## src/rtl/instruction_fetch.sv

```systemverilog
// Two-state instruction fetch unit: issues word reads to instruction memory,
// presents one fetched word at a time to decode, and handles PC redirects.
module instruction_fetch #(
    parameter logic [31:0] RESET_PC = 32'h0000_0000,
    parameter int unsigned PC_STEP  = 4
) (
    input  logic        clk,
    input  logic        reset,
    output logic [31:0] imem_addr,
    output logic        imem_read,
    input  logic        imem_busy,
    input  logic [31:0] imem_rdata,
    input  logic        stall,
    input  logic        branch_en,
    input  logic [31:0] branch_target,
    output logic [31:0] instruction,
    output logic        instr_valid,
    output logic [31:0] pc_out
);

    localparam logic [31:0] ADDR_MASK = 32'hFFFF_FFFC;
    localparam logic [31:0] STEP      = 32'(PC_STEP);

    typedef enum logic {
        FETCH,
        DELIVER
    } state_t;

    state_t      state_q, state_d;
    logic [31:0] pc_q, pc_d;
    logic [31:0] imem_addr_q, imem_addr_d;
    logic        imem_read_q, imem_read_d;
    logic [31:0] instruction_q, instruction_d;
    logic        instr_valid_q, instr_valid_d;
    logic [31:0] pc_out_q, pc_out_d;
    logic        flush_q, flush_d;

    logic [31:0] target;
    logic [31:0] redirect;
    logic        complete;

    always_comb begin
        state_d       = state_q;
        pc_d          = pc_q;
        imem_addr_d   = imem_addr_q;
        imem_read_d   = imem_read_q;
        instruction_d = instruction_q;
        instr_valid_d = instr_valid_q;
        pc_out_d      = pc_out_q;
        flush_d       = flush_q;

        target   = branch_target & ADDR_MASK;
        redirect = branch_en ? target : pc_q;
        complete = imem_read_q && !imem_busy;

        case (state_q)
            FETCH: begin
                if (!imem_read_q) begin
                    // Request not yet launched (first cycle after reset): a redirect
                    // can still retarget it without violating address stability.
                    if (branch_en) begin
                        pc_d        = target;
                        imem_addr_d = target;
                    end
                    imem_read_d = 1'b1;
                end else if (complete) begin
                    if (flush_q || branch_en) begin
                        pc_d        = redirect & ADDR_MASK;
                        imem_addr_d = redirect & ADDR_MASK;
                        imem_read_d = 1'b1;
                        flush_d     = 1'b0;
                    end else begin
                        instruction_d = imem_rdata;
                        pc_out_d      = imem_addr_q;
                        instr_valid_d = 1'b1;
                        pc_d          = (imem_addr_q + STEP) & ADDR_MASK;
                        imem_read_d   = 1'b0;
                        state_d       = DELIVER;
                    end
                end else if (branch_en) begin
                    // Access in flight: remember the target, drop the data on completion.
                    pc_d    = target;
                    flush_d = 1'b1;
                end
            end

            DELIVER: begin
                if (branch_en) begin
                    instr_valid_d = 1'b0;
                    pc_d          = target;
                    imem_addr_d   = target;
                    imem_read_d   = 1'b1;
                    state_d       = FETCH;
                end else if (!stall) begin
                    instr_valid_d = 1'b0;
                    imem_addr_d   = pc_q & ADDR_MASK;
                    imem_read_d   = 1'b1;
                    state_d       = FETCH;
                end
            end

            default: begin
                state_d = FETCH;
            end
        endcase
    end

    always_ff @(posedge clk) begin
        if (!reset) begin
            state_q       <= FETCH;
            pc_q          <= (RESET_PC + STEP) & ADDR_MASK;
            imem_addr_q   <= RESET_PC & ADDR_MASK;
            imem_read_q   <= 1'b0;
            instruction_q <= '0;
            instr_valid_q <= 1'b0;
            pc_out_q      <= '0;
            flush_q       <= 1'b0;
        end else begin
            state_q       <= state_d;
            pc_q          <= pc_d;
            imem_addr_q   <= imem_addr_d;
            imem_read_q   <= imem_read_d;
            instruction_q <= instruction_d;
            instr_valid_q <= instr_valid_d;
            pc_out_q      <= pc_out_d;
            flush_q       <= flush_d;
        end
    end

    assign imem_addr   = imem_addr_q;
    assign imem_read   = imem_read_q;
    assign instruction = instruction_q;
    assign instr_valid = instr_valid_q;
    assign pc_out      = pc_out_q;

endmodule

```

## config.mk

```make
export PLATFORM = sky130hd
export DESIGN_NAME = instruction_fetch
export DESIGN_NICKNAME = d
export VERILOG_FILES = /design/src/rtl/instruction_fetch.sv
export SDC_FILE = /design/constraint.sdc
export NUM_CORES = 1
export LEC_CHECK = 0
export BUFFER_PORTS_ARGS = -buffer_cell sky130_fd_sc_hd__buf_2
export CAP_MARGIN = 20
export CORE_ASPECT_RATIO = 1.5
export CORE_MARGIN = 2
export CORE_UTILIZATION = 45
export DETAILED_ROUTE_END_ITERATION = 12
export PLACE_DENSITY = 0.71
export SYNTH_ARGS = -nofsm -noshare
export SYNTH_HDL_FRONTEND = slang
export SYNTH_SLANG_ARGS = --single-unit
```

## constraint.sdc

```tcl
create_clock -name clk -period 2.4 [get_ports clk]
set_clock_uncertainty 0.2 [all_clocks]
set_input_delay 0.48 -clock clk [delete_from_list [all_inputs] [get_ports clk]]
set_output_delay 0.48 -clock clk [all_outputs]
set_load 0.05 [all_outputs]
```

==> impl_metrics.toml, run 1 <==
[setup_path]
crit_chain = "ha_1, and4_1, nand2_1, nor4_1, xnor2_1, a21oi_1"
cpLargestDelayFamily = "simple AND/OR/NAND/NOR gates"
worstPathRequired_ns = 2.48
crit_fanout = 6
slowest_stage = "nor4_1"
critical-path-max-stage-delay_ns = 0.42
cp-end-kind = "register"
crit_arrival_ns = 2.23
cp_num_buf_inv = 0
critical_path_class = "reg2reg"
start_kind = "register"

[clock_network]
cts_resized = 0
cts_tree = "yes"
postCtsSetupBuffers = 0
clkSinkCount = 126
htreeDepth = 4
cts_made_buffers = 17
hold_buffers = 0
clk_pin_slew_ns = 0.06
clk_latency_ns = 0.41
cts_root_buf = "clkbuf_16"
cts_buffer_depth = 2

[job]
maxCapViolCount = 0

[floorplan]
die_w_um = 97.3
fp.dieArea_um2 = 14000
die_y_um = 144
start_util = 0.456
rows = 51
design.core.area_um2 = 12900
io_pins = 167

[yosys]
synth.distinct_cells = 47
synth_edf_count = 0
async_flop_share = 0
synth-main-ff-cell = "dfxtp_1"
ys_ff_latch = 126
synth-seq-area-share = 0.429
netlist_instances = 669
yosys_warnings = 0
syn_avg_cell_area_um2 = 8.78
syn_area_um2 = 5870

[sta]
fmax_mhz = 467
min_period_ns = 2.14
min_period_over_period = 0.892
fin_ws_ns = 0.259
finalSetupViolCount = 0
holdWs_ns = 0.0950
hold_violations = 0
final.setup.tns_ns = 0
slew_violations = 0
grt_setup_unrepaired = "false"

[finish]
drive_above_1_share = 0.289
area_growth_pct = 27.2
layout_commonest_cell = "nand2_1"
multi_input_area_um2 = 3110
register_area_um2 = 2520
nFillCells = 1173
final_cell_mix = "nand2_1, buf_2, dfxtp_1, a21boi_0, mux2i_1"
design_area_um2 = 7470
layout.nets = 887

[run_status]
status = "finished clean"

[route]
ant_nets = 0
drt_first_pass_iters = 4
drtIter0Drc = 191
vias = 5296
route.detailed.drc = 0
viasPerCell = 5.34
avgRoutedWirePerCell_um = 15.7
routed_wl_um = 15600

[grt]
grt_pass1_wl_um = 25600
grt_pass1_vias = 5354
grt_use_total = 0.225
grt_max_degree = 66
grt.overflow.total = 0
grt_antenna_before_repair = 3

[placed_design]
port_buffers = 160
detailed_place.area_um2 = 6880
dp_hpwl_um = 10600
place_congestion = 0.802
place_ws_ns = 0.267

[power]
p_per_area_nw_per_um2 = 779
peakVddDrop_uv = 469
leakagePower_nw = 3.56

[worst_hold_path]
min_path_type = "in2reg"
## stage by stage
step	util	cells	total power, mW
after floorplan	-	672	3.04
after global placement	0.534	957	3.30
after detailed placement	0.534	957	3.33
after CTS	0.579	989	5.87
after global routing	0.579	990	6.06
final	0.580	991	5.82
## where the power goes
part | leakage, nW | internal [mW] | switching [mW] | total, mW
combinational | 2.24 | 0.327 | 0.631 | 0.959
sequential | 1.03 | 2.21 | 0.118 | 2.33
clock | 0.286 | 1.61 | 0.927 | 2.53
total | 3.56 | 4.15 | 1.68 | 5.82
## cell families after synthesis
logic type	count (synthesis)	share of synthesized area
buffers and inverters	61	0.0494
and+or+nand+nor	251	0.202
other	1	0.000639
AOI/OAI and AO/OA	162	0.206
muxes	43	0.0746
xor gates and xnor gates	24	0.0358
DFF	126	0.429
adders and majority gates	1	0.00213
## metal layers
layer,up-vias,GRT usage,share of wire
met3,35,0.0661,0.055
met4,0,0.113,0.032
li1,2601,-,-
met5,-,0,0
met1,2496,0.240,0.39
met2,164,0.404,0.52
## path summary, 6_finish.rpt
kind / from / endpoint / slack [ns] / cells after the start
worst max-delay path: imem_addr[3] / pc_q[30] / 0.26 / 6
worst min-delay path: branch_target[2] / pc_q[2] / 0.09 / 3
worst max register to register: imem_addr[3] / pc_q[30] / 0.26 / 6
worst min register to register: pc_out[22] / pc_out[22] / 0.26 / 2
## cell type report
cell class | count | area share
repair buffers | 183 | 0.139
clock buffers | 22 | 0.0635
diodes | 2 | 0.000670
well taps | 159 | 0.0266
multi-input cells | 485 | 0.416
flip-flops and latches | 126 | 0.338
inverters | 4 | 0.00201
clock inverters | 10 | 0.0151
## flip-flops by register name, indices dropped and copies added (netlist names)
register and count:
flush_q 1, imem_addr 30, imem_read 1, instr_valid 1
instruction 32, pc_out 30, pc_q 30, state_q 1
## cells in the mapped netlist, drive strengths merged (11+ instances only)
cell type / instances / share of area
dfxtp: 126 / 0.43
nor3: 11 / 0.0094
nand2: 178 / 0.11
o21ai: 22 / 0.019
clkbuf: 25 / 0.016
xnor2: 18 / 0.027
mux2i: 37 / 0.063
a21oi: 24 / 0.020
o211a: 34 / 0.058
nor2: 11 / 0.0070
a21boi: 70 / 0.089
buf: 32 / 0.031
nand3: 12 / 0.012
## worst register-to-register path: stages (launching register included)
cell	delay [ns]
dfxtp_1	0.40
ha_1	0.23
and4_1	0.30
nand2_1	0.20
nor4_1	0.42
xnor2_1	0.18
a21oi_1	0.08
Note: power is estimated with default switching activity, not from simulation.
==> run 2, diff against run 1 <==
==> constraint.sdc (replaced) <==
create_clock -name clk -period 2.7 [get_ports clk]
set_clock_uncertainty 0.2 [all_clocks]
set_input_delay 0.54 -clock clk [delete_from_list [all_inputs] [get_ports clk]]
set_output_delay 0.54 -clock clk [all_outputs]
set_load 0.05 [all_outputs]
==> impl_metrics.toml, run 2 (same netlist as run 1, synthesis figures left out) <==
[power]
p_per_area_nw_per_um2 = 728
finalPower_mw = 5.44
peakVddDrop_uv = 455
leakagePower_nw = 3.55

[clock_network]
cts_tree = "yes"
htreeDepth = 4
cts_resized = 0
hold_buffers = 0
cts_root_buf = "clkbuf_16"
clkSinkCount = 126
cts_made_buffers = 17
clk_latency_ns = 0.43
cts_buffer_depth = 2
clk_pin_slew_ns = 0.06
postCtsSetupBuffers = 0

[worst_hold_path]
min_path_type = "in2reg"

[setup_path]
crit_chain = "nor2b_1, nand2_1, nor2_4, buf_12, o21ai_0, a21oi_1"
crit_arrival_ns = 2.50
r2r_cells = 6
r2r_start = "imem_read"
worstPathRequired_ns = 2.85
crit_fanout = 65
cpLargestDelayFamily = "simple AND/OR/NAND/NOR gates"
critical_path_class = "reg2reg"
cp_num_cells = 6
endpoint = "pc_q[24]"
r2r_end = "pc_q[24]"
cp-startpoint = "imem_read"
start_kind = "register"
cp_num_buf_inv = 1
rrSetupSlack_ns = 0.34
critical-path-max-stage-delay_ns = 0.41
slowest_stage = "dfxtp_1"
cp-end-kind = "register"

[run_status]
status = "finished clean"

[placed_design]
detailed_place.area_um2 = 6820
place_congestion = 0.812
dp_hpwl_um = 10300
port_buffers = 160
place_ws_ns = 0.363
dp.cells = 951

[floorplan]
die_w_um = 97.3
die_y_um = 144
io_pins = 167
fp.dieArea_um2 = 14000
design.core.area_um2 = 12900
rows = 51
start_util = 0.456

[grt]
grt.overflow.total = 0
grt_pass1_vias = 5154
met3_usage = 0.0569
busiest_layer = "met2"
grt_antenna_before_repair = 2
grt_pass1_wl_um = 24800
met1_usage = 0.243
grt_max_degree = 66
grt_use_total = 0.220
grt.met2_usage = 0.390

[sta]
grt_setup_unrepaired = "false"
min_period_over_period = 0.872
slew_violations = 0
finalSetupViolCount = 0
min_period_ns = 2.36
tightest_slew_ns = 0.582
holdWs_ns = 0.153
fin_ws_ns = 0.344
fmax_mhz = 425
final.setup.tns_ns = 0
hold_violations = 0
relSlewSlack = 0.612

[finish]
final_cell_mix = "nand2_1, buf_2, dfxtp_1, a21boi_0, mux2i_1"
drive_above_1_share = 0.286
final-instance-count-excl-fill = 985
layout.nets = 881
area_growth_pct = 27.4
design_area_um2 = 7480
largest_register_ffs = 32
fin_util = 0.580
layout_commonest_cell = "nand2_1"

[route]
drtIter0Drc = 180
viasPerCell = 5.39
vias = 5310
routed_wl_um = 15400
avgRoutedWirePerCell_um = 15.7
route.detailed.drc = 0
drt_first_pass_iters = 5
ant_nets = 0

[job]
maxCapViolCount = 0
[run 2: worst min-delay path by stage]
stage,start,end,cells past startpoint
after detailed placement,instruction[31],instruction[31],2
final,branch_target[2],pc_q[2],3
after CTS,imem_rdata[14],instruction[14],3
after global routing,imem_rdata[20],instruction[20],3
after floorplan,flush_q,flush_q,2
after global placement,pc_out[22],pc_out[22],2
[run 2: worst min-delay path, stage by stage]
cell	delay [ns]
buf_2	0.09
mux2i_1	0.06
nand2_1	0.06
[run 2: per-layer routing]
metal  vias to the layer above  share of wire
li1                       2593              -
met5                         -              0
met2                       161           0.52
met3                        35          0.056
met1                      2521           0.40
met4                         0          0.027
[run 2: layout make-up]
type                    instances  area [µm²]
diodes                          2        5.00
clock buffers                  18         439
clock inverters                14         215
fillers                      1193        5410
inverters                       4        15.0
multi-input cells             485        3110
flip-flops and latches        126        2520
well taps                     159         199
repair buffers                177         981
[run 2: where the power goes]
| group | switching, mW | total, mW | internal [mW] |
|---|---|---|---|
| registers | 0.115 | 2.08 | 1.97 |
| clock network | 0.870 | 2.53 | 1.66 |
| logic | 0.548 | 0.829 | 0.282 |
